### config.mk
export PLATFORM = sky130hd
export DESIGN_NAME = lcd_bus_arbiter
export DESIGN_NICKNAME = d
export VERILOG_FILES = /design/src/rtl/lcd_bus_arbiter.sv
export SDC_FILE = /design/constraint.sdc
export NUM_CORES = 1
export LEC_CHECK = 0
export CAP_MARGIN = 20
export CORE_UTILIZATION = 52
export CTS_CLUSTER_DIAMETER = 60
export DETAILED_ROUTE_END_ITERATION = 8
export GPL_TIMING_DRIVEN = 0
export MAX_ROUTING_LAYER = met4
export PLACE_DENSITY_LB_ADDON = 0.1
export SLEW_MARGIN = 15
export SYNTH_ARGS = -nofsm -noshare
export SYNTH_HDL_FRONTEND = slang
export SYNTH_SLANG_ARGS = --single-unit
### constraint.sdc
create_clock -name i_clk -period 4.4 [get_ports i_clk]
set_input_delay 0.88 -clock i_clk [delete_from_list [all_inputs] [get_ports i_clk]]
set_output_delay 0.88 -clock i_clk [all_outputs]
set_load 0.01 [all_outputs]
### src/rtl/lcd_bus_arbiter.sv
// lcd_bus_arbiter: round-robin share of the HD44780 8-bit write bus between two requesters,
// with setup / enable / hold / execution-wait timing on every transfer.
module lcd_bus_arbiter #(
  parameter int T_SETUP     = 3,
  parameter int T_EN        = 13,
  parameter int T_HOLD      = 2,
  parameter int T_EXEC      = 2000,
  parameter int T_EXEC_LONG = 82000,
  parameter int CNT_W       = 17
) (
  input  logic       i_clk,
  input  logic       i_rst_n,
  input  logic       i_init_done,
  input  logic       i_req0_valid,
  input  logic       i_req0_rs,
  input  logic [7:0] i_req0_data,
  output logic       o_req0_ack,
  input  logic       i_req1_valid,
  input  logic       i_req1_rs,
  input  logic [7:0] i_req1_data,
  output logic       o_req1_ack,
  output logic       o_busy,
  output logic       o_lcd_en,
  output logic       o_lcd_rs,
  output logic       o_lcd_rw,
  output logic [7:0] o_lcd_dados
);
  typedef enum logic [2:0] {IDLE, SETUP, ENABLE, HOLD, EXEC} state_t;
  localparam logic [CNT_W-1:0] L_SETUP = CNT_W'(T_SETUP - 1);
  localparam logic [CNT_W-1:0] L_EN    = CNT_W'(T_EN - 1);
  localparam logic [CNT_W-1:0] L_HOLD  = CNT_W'(T_HOLD - 1);
  localparam logic [CNT_W-1:0] L_EXEC  = CNT_W'(T_EXEC - 1);
  localparam logic [CNT_W-1:0] L_LONG  = CNT_W'(T_EXEC_LONG - 1);
  state_t           r_state, w_state_nx;
  logic [CNT_W-1:0] r_cnt, w_cnt_nx, w_lim;
  logic             r_last_grant, r_long;
  logic             w_last, w_accept, w_pick1, w_rs, w_long;
  logic [7:0]       w_data;
  assign o_lcd_rw = 1'b0;
  always_comb begin
    w_lim = r_state == SETUP ? L_SETUP : r_state == ENABLE ? L_EN :
            r_state == HOLD ? L_HOLD : r_long ? L_LONG : L_EXEC;
    w_last = r_cnt == w_lim;
    w_accept = r_state == IDLE && i_init_done && (i_req0_valid || i_req1_valid);
    // a tie goes to whoever was not granted last
    w_pick1 = i_req1_valid && (!i_req0_valid || !r_last_grant);
    w_rs = w_pick1 ? i_req1_rs : i_req0_rs;
    w_data = w_pick1 ? i_req1_data : i_req0_data;
    // Clear Display / Return Home need the long execution wait
    w_long = !w_rs && w_data[7:2] == 6'd0 && w_data[1:0] != 2'd0;
    w_state_nx = r_state;
    case (r_state)
      IDLE:    w_state_nx = w_accept ? SETUP : IDLE;
      SETUP:   w_state_nx = w_last ? ENABLE : SETUP;
      ENABLE:  w_state_nx = w_last ? HOLD : ENABLE;
      HOLD:    w_state_nx = w_last ? EXEC : HOLD;
      EXEC:    w_state_nx = w_last ? IDLE : EXEC;
      default: w_state_nx = IDLE;
    endcase
    w_cnt_nx = (r_state == IDLE || w_last) ? '0 : r_cnt + CNT_W'(1);
  end
  always_ff @(posedge i_clk) begin
    if (!i_rst_n) begin
      r_state      <= IDLE;
      r_cnt        <= '0;
      r_last_grant <= 1'b1;
      r_long       <= 1'b0;
      o_lcd_en     <= 1'b0;
      o_lcd_rs     <= 1'b0;
      o_lcd_dados  <= 8'h00;
      o_req0_ack   <= 1'b0;
      o_req1_ack   <= 1'b0;
      o_busy       <= 1'b0;
    end else begin
      r_state    <= w_state_nx;
      r_cnt      <= w_cnt_nx;
      o_lcd_en   <= w_state_nx == ENABLE;
      o_busy     <= w_state_nx != IDLE;
      o_req0_ack <= w_accept && !w_pick1;
      o_req1_ack <= w_accept && w_pick1;
      if (w_accept) begin
        o_lcd_rs     <= w_rs;
        o_lcd_dados  <= w_data;
        r_last_grant <= w_pick1;
        r_long       <= w_long;
      end
    end
  end
endmodule
# Word-level counts from Yosys, hierarchy flattened
# Cells that the tools add are included.
# totals
register_bits	35
in_bits	23
output_inout_bits	14
elab_cells	49
# classes
add_sub_neg	1
eq_ne	6
muxes	12
bitwise	1
n_reduce_logical	19
# op_table
operator	n
$mux 17	4
$add 17x1->17 const B	1
$eq 17x17->1	1
$pmux 3 s5	1
$eq 3x2->1 const B	3
$mux 8	1
$logic_and 1x1->1	7
$logic_not 6->1	1
$mux 3	2
$logic_not 1->1	4
$eq 3x1->1 const B	1
$eq 3x3->1 const B	1
$logic_not 3->1	1
$logic_or 1x1->1	3
$mux 1	3
$reduce_bool 3->1	1
$mux 2	1
$reduce_bool 2->1	1
$reduce_or 2->1	1
$not 1->1	1

# Longest topological paths before layout
# Gate-level depths: netlist of the first run.
# depth
word_depth	8
mapped_depth	7
mapped_depth_nobuf	6

# Worst setup path after synthesis of the first run
# Ideal clock, no wire load.
# synth_timing
kind	input -> register
start	in i_req1_valid
end	reg o_lcd_dados[2]
setup_ns	0.116
t_arrival_ns	2.066
required_time_ns	4.284
setup_slack_ns	2.218
path_stages	5
path_buffers	1
path_cell_list	a21boi_1 > clkbuf_1 > mux2i_1 > nand2_1 > o211a_1
# synth_via
elab_chain_cells	2
word_cells_on_any_way	4
cone_classes	mux (1); reduce/logical (3)
# synth_rtl
element	line_no	source
from (decl)	18	input logic i_req1_valid,
$logic_and 1x1->1 or $logic_or 1x1->1 (tied branches)	46, 44	
$mux 8 or $logic_and 1x1->1 (tied branches)	48, 44	
to (signal assigned)	83	o_lcd_dados <= w_data;
to (decl)	26	output logic [7:0] o_lcd_dados
# Several ways; a longest one is shown, not always the timed one.
# A chain may end at the register's enable or synchronous reset.

# Worst setup path after layout of the first run
# layout_timing
start	in i_req1_valid
end	reg o_lcd_dados[5]
# The elaborated chain is that of the path after synthesis.

==> flow_summary.json, run 1 <==
{
  "place_congestion": 0.867,
  "switching_share_pct": 26.0,
  "status": "finished clean",
  "p_leak_nw": 0.812,
  "gr-total-overflow": 0,
  "crit_type": "in2reg",
  "synth_most_common_cell": "dfxtp_1",
  "finalMaxSlewViolations": 0,
  "min_path_type": "reg2reg",
  "ir_drop_mv": 0.209,
  "cts_setup_buffers": 0,
  "synth_area_um2": 1710,
  "grt_max_degree": 11,
  "grt_util_met3_pct": 7.42,
  "layout.nets": 260,
  "fp.dieW_um": 59.3,
  "synth.area.top_cells": "dfxtp_1, nor2_1, mux2i_1, o211a_1, xnor2_1",
  "drtIter0Drc": 126,
  "combPwrFrac_pct": 16.9,
  "grt_first_pass_wirelength_um": 6520,
  "vias_per_cell": 5.53,
  "clkSlewWorstSetupHoldPaths_ns": 0.10,
  "power.net_switching_w": 0.000155,
  "synth_top_area_share_pct": 41.0,
  "synth.net_count": 218,
  "reg2reg_from": "r_state[1]$_SDFF_PN0_",
  "tightestPinTransition_ns": 0.790,
  "cts_max_path_buffers": 2,
  "maxCapViolations": 0,
  "cp_cell_sequence": "clkdlybuf4s50_1 -> a21boi_1 -> clkbuf_1 -> mux2i_1 -> nand2_1 -> o211a_1",
  "diodes": 0,
  "synthTopCellsByCount": "dfxtp_1, nor2_1, nand2_1",
  "min_path_cells": 1,
  "avgRoutedWirePerCell_um": 13.9,
  "p_clk_share_pct": 26.6,
  "seqPwrFrac_pct": 56.6,
  "cts_tree": "done",
  "ff2ff_path_depth": 7,
  "hold_viol": 0,
  "powerDensity_nw_per_um2": 276,
  "cp.required_ns": 4.64,
  "hold_path_startpoint": "o_lcd_dados[2]$_SDFFE_PN0P_",
  "hold_path_end": "o_lcd_dados[2]$_SDFFE_PN0P_",
  "cts_sinks": 35,
  "crit_family": "buffers and inverters",
  "rsz0062_at_grt": "false",
  "yosysUniqueCellTypes": 42,
  "fin_crit_sh_pct": 57.4,
  "grt_pass1_vias": 1517,
  "core_area_um2": 3080,
  "async_reset_ff_share_pct": 0,
  "critPathSlowestCell": "a21boi_1",
  "io_buffers": 35,
  "cts_hold_buf": 0,
  "ant_nets": 0,
  "clk_latency_ns": 0.34,
  "p_int_w": 0.000441,
  "critPathLaunchType": "input port",
  "min_period_ns": 2.52,
  "grtUsageMet1_pct": 28.0,
  "wl_um": 3870,
  "reg2reg_setup_slack_ns": 2.19,
  "yosysTopAreaCell": "dfxtp_1",
  "fmax_ghz": 0.396,
  "h-tree-depth": 2,
  "die_height_um": 59.3,
  "dp_hpwl_um": 2910,
  "num_vias": 1543,
  "cts_inserted_buffers": 5,
  "cts_root_buf": "clkbuf_4",
  "setup-violations-final": 0,
  "crit_path_max_incr_delay_ns": 0.48,
  "yosysWarnings": 0,
  "drive_gt1_share_pct": 5.53,
  "critPathCaptureType": "flip-flop",
  "syn_inst": 194,
  "r2r_end": "r_cnt[15]$_SDFF_PP0_",
  "die_area_um2": 3520,
  "rows": 20,
  "area_delta_synth_final_pct": 26.1,
  "boundaryPins": 37,
  "synth_seq_area_share_pct": 41.0,
  "n_fill_cell": 253,
  "critPathArrivalTime_ns": 2.77,
  "synth_ff_type": "dfxtp_1",
  "synth_edf_count": 0,
  "finalPower_w": 0.000596,
  "drc": 0,
  "slew_headroom_pct": 46.9,
  "start_util_pct": 55.5,
  "antenna_found_initial": 0,
  "critPathBufInv": 2,
  "syn_avg_cell_area_um2": 8.81,
  "critPathMaxFanout": 10,
  "cts_resized": 0,
  "met2_usage_pct": 42.5,
  "firstDrtPassIters": 4,
  "ys_ff_latch": 35,
  "clock_skew_ns": 0.00557,
  "track_usage_pct": 25.5,
  "fin_tns_setup_ns": 0,
  "gr-max-usage-layer": "met2"
}
## cell usage in the layout (no fill, tap or decap), types with 2 or more instances in the layout
cell type / count
nand4b_1: 2
nor4_1: 4
o2111ai_1: 2
clkdlybuf4s50_1: 35
clkbuf_1: 9
a211oi_1: 2
o211ai_1: 2
nand4_1: 4
xnor2_1: 9
inv_1: 6
o22ai_1: 2
nor3_1: 8
o21ai_0: 2
nand3_1: 10
mux2i_1: 10
dfxtp_1: 35
o31a_1: 2
clkbuf_4: 5
o211a_1: 10
nand2_1: 16
xor2_1: 8
and3_1: 2
nor2_1: 29
## registers in the layout, summed over array words and instances, names as in the netlist
| signal | flops |
|---|---|
| r_long | 1 |
| o_req0_ack | 1 |
| o_lcd_dados | 8 |
| o_req1_ack | 1 |
| o_busy | 1 |
| o_lcd_rs | 1 |
| r_last_grant | 1 |
| r_state | 3 |
| r_cnt | 17 |
| o_lcd_en | 1 |
## power by group through the flow
stage / sequential (W) / clock (W) / combinational, W
final: 0.000337 / 0.000158 / 0.000100
after global routing: 0.000339 / 0.000175 / 0.000109
after CTS: 0.000337 / 0.000162 / 0.000100
after detailed placement: 0.000344 / 0 / 0.0000998
after global placement: 0.000344 / 0 / 0.0000981
after floorplan: 0.000347 / 0 / 0.0000451
## stage by stage
| stage | setup slack (ns) | hold WS [ns] | std cells | util, % | instance area, µm² |
|---|---|---|---|---|---|
| 6_report | 1.88 | 0.506 | 279 | 70.0 | 2160 |
| 5_1_grt | 1.74 | 0.527 | 279 | 70.0 | 2160 |
| 4_1_cts | 1.89 | 0.499 | 279 | 70.0 | 2160 |
| 3_5_place_dp | 1.52 | 0.470 | 273 | 68.7 | 2110 |
| 3_3_place_gp | 1.55 | 0.463 | 273 | 68.7 | 2110 |
| 2_1_floorplan | 2.22 | 0.442 | 194 | - | 1710 |
## cells by family after synthesis
group / count (synthesis) / share of synthesized area, %
AND/OR/NAND/NOR: 80 / 22.2
flip-flops: 35 / 41.0
AO/OA/AOI/OAI: 33 / 16.8
XOR/XNOR: 17 / 8.71
buffers and inverters: 16 / 3.81
multiplexers: 11 / 6.52
adder cells (fa/ha/maj): 1 / 0.732
other: 1 / 0.219
## worst reg2reg max path: stages (launching register included)
cell	delay [ns]
dfxtp_1	0.32
clkbuf_1	0.24
clkbuf_1	0.38
a32oi_1	0.15
a32o_1	0.31
o21ai_2	0.33
buf_2	0.30
nor2_1	0.08
## cell type report
type                       instances  area (µm²)  area share, %
inverter                           6        22.5           1.04
buffer                            10        42.5           1.97
tap                               44        55.1           2.55
clock buffer                       6        41.3           1.92
multi-input combinational        143         943           43.8
sequential                        35         701           32.5
timing repair buffer              35         350           16.3
## worst max path at each step
stage / from / to / slack [ns] / depth (start not counted)
detailed placement: i_req1_valid / o_lcd_dados[4]$_SDFFE_PN0P_ / 1.52 / 6
CTS: i_req1_valid / o_lcd_dados[5]$_SDFFE_PN0P_ / 1.89 / 6
global placement: i_req1_valid / o_lcd_dados[3]$_SDFFE_PN0P_ / 1.55 / 6
global route: i_req1_valid / o_lcd_dados[6]$_SDFFE_PN0P_ / 1.74 / 6
floorplan: i_req1_valid / o_lcd_dados[2]$_SDFFE_PN0P_ / 2.22 / 5
finish: i_req1_valid / o_lcd_dados[5]$_SDFFE_PN0P_ / 1.88 / 6
## per-layer routing
metal  vias up  part of all wire (%)
met1       709                    44
met5         -                     0
li1        780                     -
met3         9                   5.2
met4         0                   1.8
met2        45                    49
(Power assumes the default switching activity.)
==> run 2, diff against run 1 <==
--- a/config.mk
+++ b/config.mk
@@ -6,7 +6,7 @@
 export NUM_CORES = 1
 export LEC_CHECK = 0
 export CAP_MARGIN = 20
-export CORE_UTILIZATION = 52
+export CORE_UTILIZATION = 45
 export CTS_CLUSTER_DIAMETER = 60
 export DETAILED_ROUTE_END_ITERATION = 8
 export GPL_TIMING_DRIVEN = 0
==> constraint.sdc (replaced) <==
create_clock -name i_clk -period 2.2 [get_ports i_clk]
set_input_delay 0.44 -clock i_clk [delete_from_list [all_inputs] [get_ports i_clk]]
set_output_delay 0.44 -clock i_clk [all_outputs]
set_load 0.01 [all_outputs]
==> flow_summary.json, run 2 (synthesized netlist as in run 1, its figures left out) <==
{
  "cp.required_ns": 2.38,
  "ant_nets": 0,
  "start_util_pct": 46.7,
  "setup_ws_ns": 0.143,
  "critPathArrivalTime_ns": 2.23,
  "firstDrtPassIters": 5,
  "powerDensity_nw_per_um2": 597,
  "drc": 0,
  "hold_path_startpoint": "r_last_grant$_SDFFE_PN1P_",
  "hold_path_end": "r_last_grant$_SDFFE_PN1P_",
  "ir_drop_mv": 0.318,
  "critPathLaunchType": "flip-flop",
  "area_delta_synth_final_pct": 29.6,
  "slew_headroom_pct": 63.8,
  "combPwrFrac_pct": 15.4,
  "largest_reg_flops": 17,
  "avgRoutedWirePerCell_um": 14.1,
  "p_leak_nw": 0.841,
  "antenna_found_initial": 0,
  "clock_skew_ns": 0.00923,
  "grt_first_pass_wirelength_um": 6690,
  "drtIter0Drc": 55,
  "fmax_ghz": 0.486,
  "crit_type": "reg2reg",
  "cts_root_buf": "clkbuf_8",
  "status": "finished clean",
  "ff2ff_path_depth": 5,
  "boundaryPins": 37,
  "maxCapViolations": 0,
  "cts_setup_buffers": 0,
  "cts_max_path_buffers": 2,
  "die_height_um": 63.6,
  "r2r_end": "o_lcd_en$_SDFF_PN0_",
  "cts_sinks": 35,
  "p_int_w": 0.000992,
  "io_buffers": 35,
  "n_fill_cell": 329,
  "dp_worst_setup_slack_ns": -0.240,
  "critPathMaxFanout": 6,
  "num_vias": 1572,
  "critPathCaptureType": "flip-flop",
  "grt_max_degree": 11,
  "finalMaxSlewViolations": 0,
  "tightestPinTransition_ns": 0.542,
  "min_period_ns": 2.06,
  "clk_latency_ns": 0.29,
  "reg2reg_from": "r_cnt[10]$_SDFF_PP0_",
  "fp.dieW_um": 63.6,
  "track_usage_pct": 21.8,
  "place_congestion": 0.814,
  "grt_pass1_vias": 1571,
  "power.net_switching_w": 0.000329,
  "hold_viol": 0,
  "rows": 22,
  "place_area_um2": 2120,
  "vias_per_cell": 5.54,
  "core_area_um2": 3660,
  "cts_tree": "done",
  "p_clk_share_pct": 33.6,
  "setup-violations-final": 0,
  "seqPwrFrac_pct": 51.0,
  "reg2reg_setup_slack_ns": 0.14,
  "final_util_pct": 60.5,
  "cts_hold_buf": 0,
  "final_cell_mix": "clkdlybuf4s50_1, dfxtp_1, nor2_1, nand2_1",
  "switching_share_pct": 24.9,
  "diodes": 0,
  "clkSlewWorstSetupHoldPaths_ns": 0.07,
  "rsz0062_at_grt": "false",
  "cts_inserted_buffers": 5,
  "final_cells": 284,
  "die_area_um2": 4050,
  "dp_hpwl_um": 3000,
  "min_path_type": "reg2reg",
  "fin_tns_setup_ns": 0,
  "top_register": "r_cnt",
  "min_path_cells": 2,
  "reg_top3": "r_cnt x17, o_lcd_dados x8, r_state x3",
  "h-tree-depth": 2,
  "final_cell_area_um2": 2210,
  "wl_um": 4000,
  "dp_cells": 277,
  "layout.nets": 259,
  "drive_gt1_share_pct": 7.63,
  "fin_crit_sh_pct": 93.5,
  "gr-total-overflow": 0
}
==> run 2: cell count changes in the layout (fill, tap and decap cells not counted) <==
| cell | change |
|---|---|
| clkbuf_4 | -5 |
| clkbuf_8 | +5 |
| clkbuf_1 | -3 |
| clkbuf_2 | +3 |
| clkinv_2 | +1 |
| nor4_1 | -1 |
| nor4_2 | +1 |
| o21ai_2 | -1 |
| o21ai_4 | +1 |
==> run 2: timing repair <==
item / 4_1_cts / 5_1_grt
endpoints found under the setup margin: 0 / 23
resized for setup: 0 / 8
hold endpoints to repair: 0 / 0
==> run 2: how the worst max path moves through the flow <==
stage                                from                           to  slack (ns)  cells after the start
floorplan            r_cnt[10]$_SDFF_PP0_          o_lcd_en$_SDFF_PN0_        0.34                      5
global placement             i_req1_valid  o_lcd_dados[6]$_SDFFE_PN0P_       -0.22                      6
detailed placement           i_req1_valid  o_lcd_dados[3]$_SDFFE_PN0P_       -0.24                      6
CTS                 r_state[1]$_SDFF_PN0_          r_cnt[6]$_SDFF_PP0_        0.01                      7
global route         r_cnt[10]$_SDFF_PP0_          r_cnt[4]$_SDFF_PP0_       0.005                      6
finish               r_cnt[10]$_SDFF_PP0_          o_lcd_en$_SDFF_PN0_        0.14                      5
==> run 2: layout make-up <==
cell class | instances | area, µm² | area share (%)
tap | 48 | 60.1 | 2.71
sequential | 35 | 701 | 31.6
timing repair buffer | 35 | 350 | 15.8
clock buffer | 7 | 76.3 | 3.45
buffer | 9 | 42.5 | 1.92
inverter | 6 | 22.5 | 1.02
multi-input combinational | 143 | 957 | 43.2
clock inverter | 1 | 5.00 | 0.226
==> run 2: per-layer routing <==
layer  global-route usage, %  up-vias  share of wire [%]
li1                        -      775                  -
met1                    23.9      751                 45
met2                    36.6       39                 49
met3                    6.88        7                4.8
met4                    8.24        0                1.5
met5                       -        -                  0
==> run 2: critical path, stage by stage (launching register included) <==
cell and delay, ns:
dfxtp_1 0.35, or4_4 0.55, a21oi_2 0.13, o2111ai_2 0.24, nor2_1 0.30, mux2_2 0.38
==> run 2: power groups by stage <==
stage / Sequential, W / Combinational, W / Clock [W]
floorplan: 0.000695 / 0.0000902 / 0
global placement: 0.000687 / 0.000198 / 0
detailed placement: 0.000688 / 0.000200 / 0
CTS: 0.000674 / 0.000201 / 0.000456
global route: 0.000677 / 0.000221 / 0.000478
finish: 0.000674 / 0.000203 / 0.000444
==> run 2: stage by stage <==
step           power (W)  hold slack (ns)
4_1_cts          0.00133            0.497
3_5_place_dp    0.000888            0.482
2_1_floorplan   0.000785            0.442
6_report         0.00132            0.499
3_3_place_gp    0.000885            0.465
5_1_grt          0.00138            0.521
==> run 3, diff against run 2 <==
--- a/config.mk
+++ b/config.mk
@@ -6,12 +6,13 @@
 export NUM_CORES = 1
 export LEC_CHECK = 0
 export CAP_MARGIN = 20
-export CORE_UTILIZATION = 45
+export CORE_UTILIZATION = 47
+export CTS_BUF_LIST = sky130_fd_sc_hd__clkbuf_8
 export CTS_CLUSTER_DIAMETER = 60
 export DETAILED_ROUTE_END_ITERATION = 8
 export GPL_TIMING_DRIVEN = 0
 export MAX_ROUTING_LAYER = met4
-export PLACE_DENSITY_LB_ADDON = 0.1
+export PLACE_DENSITY = 0.78
 export SLEW_MARGIN = 15
 export SYNTH_ARGS = -nofsm -noshare
 export SYNTH_HDL_FRONTEND = slang
==> flow_summary.json, run 3 (synthesized netlist as in run 1, its figures left out) <==
{
  "ff2ff_path_depth": 5,
  "fp.dieW_um": 62.3,
  "final_cell_mix": "clkdlybuf4s50_1, dfxtp_1, nor2_1, nand2_1",
  "cts_sinks": 35,
  "firstDrtPassIters": 4,
  "multi_input_area_um2": 961,
  "status": "finished clean",
  "cts_root_buf": "clkbuf_8",
  "place_congestion": 0.799,
  "avgRoutedWirePerCell_um": 13.5,
  "maxCapViolations": 0,
  "top_register": "r_cnt",
  "boundaryPins": 37,
  "hold_path_end": "o_lcd_dados[0]$_SDFFE_PN0P_",
  "slew_headroom_pct": 64.3,
  "die_height_um": 62.3,
  "regArea_um2": 701,
  "layout.nets": 258,
  "min_path_type": "reg2reg",
  "rsz0062_at_grt": "false",
  "cts_inserted_buffers": 5,
  "fin_hold_ws_ns": 0.499,
  "grt_pass1_vias": 1470,
  "r2r_end": "r_state[1]$_SDFF_PN0_",
  "largest_reg_flops": 17,
  "diodes": 0,
  "grt_max_degree": 11,
  "place_area_um2": 2120,
  "setup-violations-final": 0,
  "core_area_um2": 3420,
  "hold_path_startpoint": "o_lcd_dados[0]$_SDFFE_PN0P_",
  "cts_setup_buffers": 0,
  "start_util_pct": 50.0,
  "powerDensity_nw_per_um2": 595,
  "drtIter0Drc": 124,
  "min_path_cells": 1,
  "cts_tree": "done",
  "dp_hpwl_um": 2830,
  "wl_um": 3790,
  "crit_type": "reg2reg",
  "reg2reg_from": "r_cnt[8]$_SDFF_PP0_",
  "grt_first_pass_wirelength_um": 6580,
  "critPathLaunchType": "flip-flop",
  "fmax_ghz": 0.488,
  "cp.required_ns": 2.41,
  "reg2reg_setup_slack_ns": 0.15,
  "min_period_ns": 2.05,
  "clock_skew_ns": 0.00601,
  "drive_gt1_share_pct": 8.09,
  "reg_top3": "r_cnt x17, o_lcd_dados x8, r_state x3",
  "gr-total-overflow": 0,
  "ant_nets": 0,
  "track_usage_pct": 22.1,
  "finalPower_w": 0.00132,
  "ir_drop_mv": 0.304,
  "final_cell_area_um2": 2210,
  "drc": 0,
  "h-tree-depth": 2,
  "rows": 21,
  "fin_crit_sh_pct": 93.1,
  "critPathArrivalTime_ns": 2.26,
  "critPathMaxFanout": 6,
  "io_buffers": 35,
  "finalMaxSlewViolations": 0,
  "cts_hold_buf": 0,
  "tightestPinTransition_ns": 0.534,
  "area_delta_synth_final_pct": 29.4,
  "clkSlewWorstSetupHoldPaths_ns": 0.07,
  "hold_viol": 0,
  "p_leak_nw": 0.850,
  "die_area_um2": 3880,
  "cts_max_path_buffers": 2,
  "antenna_found_initial": 0,
  "num_vias": 1538,
  "fin_tns_setup_ns": 0,
  "clk_latency_ns": 0.29,
  "critPathCaptureType": "flip-flop",
  "n_fill_cell": 293,
  "vias_per_cell": 5.47
}
## run 3: repair_timing
| item | 4_1_cts | 5_1_grt |
|---|---|---|
| pin swaps | 0 | 1 |
| resized for setup | 2 | 6 |
| endpoints found under the setup margin | 11 | 24 |
## run 3: final cells by class
cell class / instances / share of cell area [%]
Clock inverter: 3 / 0.566
Tap cell: 46 / 2.60
Sequential cell: 35 / 31.7
Clock buffer: 5 / 3.11
Inverter: 6 / 1.02
Timing Repair Buffer: 35 / 15.8
Multi-Input combinational cell: 143 / 43.4
Buffer: 8 / 1.75
## run 3: through the flow
step / instances / setup slack (ns) / util, %
after global routing: 281 / 0.00508 / 64.8
final: 281 / 0.151 / 64.8
after floorplan: 194 / 0.342 / -
after global placement: 275 / -0.243 / 62.0
after CTS: 283 / 0.0277 / 64.6
after detailed placement: 275 / -0.281 / 62.0
## run 3: layer usage
metal / vias to the layer above / share of wire [%] / global-route usage, % / routed length, µm
li1: 778 / - / - / -
met1: 718 / 46 / 26.3 / 1750
met2: 33 / 48 / 35.6 / 1810
met3: 9 / 3.7 / 4.60 / 139
met4: 0 / 2.5 / 10.8 / 95
met5: - / 0 / - / 0
## run 3: how the worst max path moves through the flow
| stage | to | start | slack [ns] | cells after the start |
|---|---|---|---|---|
| finish | r_state[1]$_SDFF_PN0_ | r_cnt[8]$_SDFF_PP0_ | 0.15 | 5 |
| global route | r_cnt[2]$_SDFF_PP0_ | r_cnt[10]$_SDFF_PP0_ | 0.005 | 6 |
| CTS | o_lcd_dados[6]$_SDFFE_PN0P_ | i_req1_valid | 0.03 | 6 |
| detailed placement | o_lcd_dados[6]$_SDFFE_PN0P_ | i_req1_valid | -0.28 | 6 |
| global placement | o_lcd_dados[6]$_SDFFE_PN0P_ | i_req1_valid | -0.24 | 6 |
| floorplan | o_lcd_en$_SDFF_PN0_ | r_cnt[10]$_SDFF_PP0_ | 0.34 | 5 |
## run 3: where the power goes
group,total [W],internal [W],switching (W)
logic,0.000205,0.000112,0.0000922
clock network,0.000436,0.000213,0.000223
registers,0.000675,0.000658,0.0000163
## run 3: critical path: stages (launching register included)
cell and delay (ns):
dfxtp_1 0.35, or4_4 0.53, a21oi_2 0.13, o2111ai_2 0.26
or4_1 0.53, a21oi_1 0.18
==> variant: new RTL, flow settings as in run 2 <==
Set the parameter `CNT_W` to 13 (it was 17).
--- a/src/rtl/lcd_bus_arbiter.sv
+++ b/src/rtl/lcd_bus_arbiter.sv
@@ -6,7 +6,7 @@
   parameter int T_HOLD      = 2,
   parameter int T_EXEC      = 2000,
   parameter int T_EXEC_LONG = 82000,
-  parameter int CNT_W       = 17
+  parameter int CNT_W       = 13
 ) (
   input  logic       i_clk,
   input  logic       i_rst_n,
Behaviour: same outputs for any inputs over 10 cycles, from zero or initial values and one cycle with i_rst_n low; that may be too few to reach the edited logic, so the function may still have changed.
==> variant against run 2 <==
Final cell count shrank 8.8%; sequential share of layout area fell by 1.4 points; wire length decreased by 17%; total power decreased by 9.3%; cell area down 7.5%; sequential cell count is 4 lower; worst setup slack improved by 0.11 ns; synthesized area decreased by 7.4%; critical path depth is 2 higher; critical path type unchanged.
==> variant: results (changes against run 2) <==
[route]
vias=1336  ; was 1572
dr.pass1.iters=4  ; was 5
drt_iter0_markers=63  ; was 55
wl_mm=3.320  ; was 4.004 mm

[cts]
cts-root-buf=clkbuf_4  ; was clkbuf_8
clk_latency_ns=0.33  ; was 0.29 ns
cts.clk_slew.worst_paths_ns=0.09  ; was 0.07 ns

[pwr]
ir_drop_mv=0.3791  ; was 0.3176 mV
p_leak_nw=0.8505  ; was 0.8414 nW
intPower_mw=0.9007  ; was 0.9921 mW

[setup_path]
crit_arrival_ns=2.16  ; was 2.23 ns
cp_max_fo=10  ; was 6
rr_worst_depth=7  ; was 5
max_stage_delay_ns=0.31  ; was 0.55 ns
crit_buf_inv=2  ; was 0
crit_family=compound AO/OA/AOI/OAI gates  ; was simple AND/OR/NAND/NOR gates

[timing]
skew_ns=0.008345  ; was 0.009235 ns

[logic_synthesis]
synth.distinct_cells=44  ; was 42
synth.avg_cell_area_sq_um=9.256  ; was 8.810 sq um
ys_top_cells_by_area=dfxtp_1 39%, mux2i_1 6.3%, o211a_1 6.3%, nor2_1 4.3%, xnor2_1 3.9%  ; was dfxtp_1 41%, nor2_1 6.4%, mux2i_1 5.9%, o211a_1 5.9%, xnor2_1 4.6%
synth_seq_area_share_pct=39.21  ; was 41.00%
syn_nets=195  ; was 218

[cells_and_area]
stdcell_count=259  ; was 284
top_regs=r_cnt: 13 flops, o_lcd_dados: 8 flops, r_state: 3 flops  ; was r_cnt: 17 flops, o_lcd_dados: 8 flops, r_state: 3 flops
drive_above_1_share_pct=10.80  ; was 7.627%
num-nets-final=236  ; was 259
n_fill_cell=314  ; was 329

[worst_hold_path]
whs_path_depth=1  ; was 2

[place]
dp_cells=251  ; was 277
placed_area_sq_um=1981  ; was 2120 sq um
port_buffers=34  ; was 35
place_congestion=0.7797  ; was 0.8140
dp_hpwl_mm=2.537  ; was 2.999 mm

[global_route]
grt_use_total_pct=20.95  ; was 21.78%
grt_pass1_wl_mm=5.651  ; was 6.693 mm

[run_status]
outcome=completed  ; unchanged

[variant: changes by cell type in the layout (fill, tap and decap cells not counted), moves of 4 or more]
cell | before | now
dfxtp_1 | 35 | 31
nor2_1 | 29 | 18
xor2_1 | 8 | 4
o21a_1 | 0 | 5
clkbuf_4 | 0 | 5
[variant: cell type report]
| type | count | area share (%) |
|---|---|---|
| tap | 46 | 2.808 |
| timing repair buffer | 34 | 16.61 |
| inverter | 6 | 1.099 |
| clock buffer | 8 | 3.358 |
| buffer | 10 | 2.808 |
| sequential | 31 | 30.28 |
| multi-input combinational | 124 | 43.04 |
[variant: cell families (layout without fill, tap and decap cells)]
family | Yosys count | in the layout | share of synthesized area [%]
flops | 31 | 31 | 39.21
xor+xnor | 13 | 13 | 8.142
buf+inv | 16 | 58 | 5.059
other cells | 1 | 1 | 0.2369
compound gates | 33 | 33 | 17.15
mux | 12 | 12 | 7.984
fa+ha+maj | 1 | 1 | 0.7904
simple gates | 64 | 64 | 21.42
[variant: power groups by stage]
stage / logic, mW / clock network, mW / registers [mW]
global placement: 0.220 / 0 / 0.614
finish: 0.224 / 0.373 / 0.601
global route: 0.246 / 0.416 / 0.605
floorplan: 0.113 / 0 / 0.622
detailed placement: 0.225 / 0 / 0.614
CTS: 0.226 / 0.387 / 0.602
[variant: worst paths after layout]
kind | startpoint | end | slack [ns]
worst min register to register | o_lcd_dados[4]$_SDFFE_PN0P_ | o_lcd_dados[4]$_SDFFE_PN0P_ | 0.50
worst max register to register | r_state[2]$_SDFF_PN0_ | r_cnt[8]$_SDFF_PP0_ | 0.25
worst max-delay path | r_state[2]$_SDFF_PN0_ | r_cnt[8]$_SDFF_PP0_ | 0.25
worst min-delay path | o_lcd_dados[4]$_SDFFE_PN0P_ | o_lcd_dados[4]$_SDFFE_PN0P_ | 0.50
[variant: layer usage]
layer	vias to the layer above	wire, microns	track usage [%]
met5	-	0	-
met1	621	1656	26.13
met2	20	1515	32.76
li1	692	-	-
met4	0	22	4.870
met3	3	127	6.933
[variant: per-stage QoR]
| stage | util, % | hold WS [ns] | setup TNS [ns] | setup WS [ns] |
|---|---|---|---|---|
| 2_1_floorplan | - | 0.4626 | 0 | 0.5553 |
| 3_3_place_gp | 58.89 | 0.4811 | -0.03852 | -0.02374 |
| 3_5_place_dp | 58.89 | 0.4873 | -0.008820 | -0.007797 |
| 4_1_cts | 60.94 | 0.5098 | 0 | 0.2587 |
| 5_1_grt | 60.94 | 0.5339 | 0 | 0.08632 |
| 6_report | 60.94 | 0.5042 | 0 | 0.2528 |
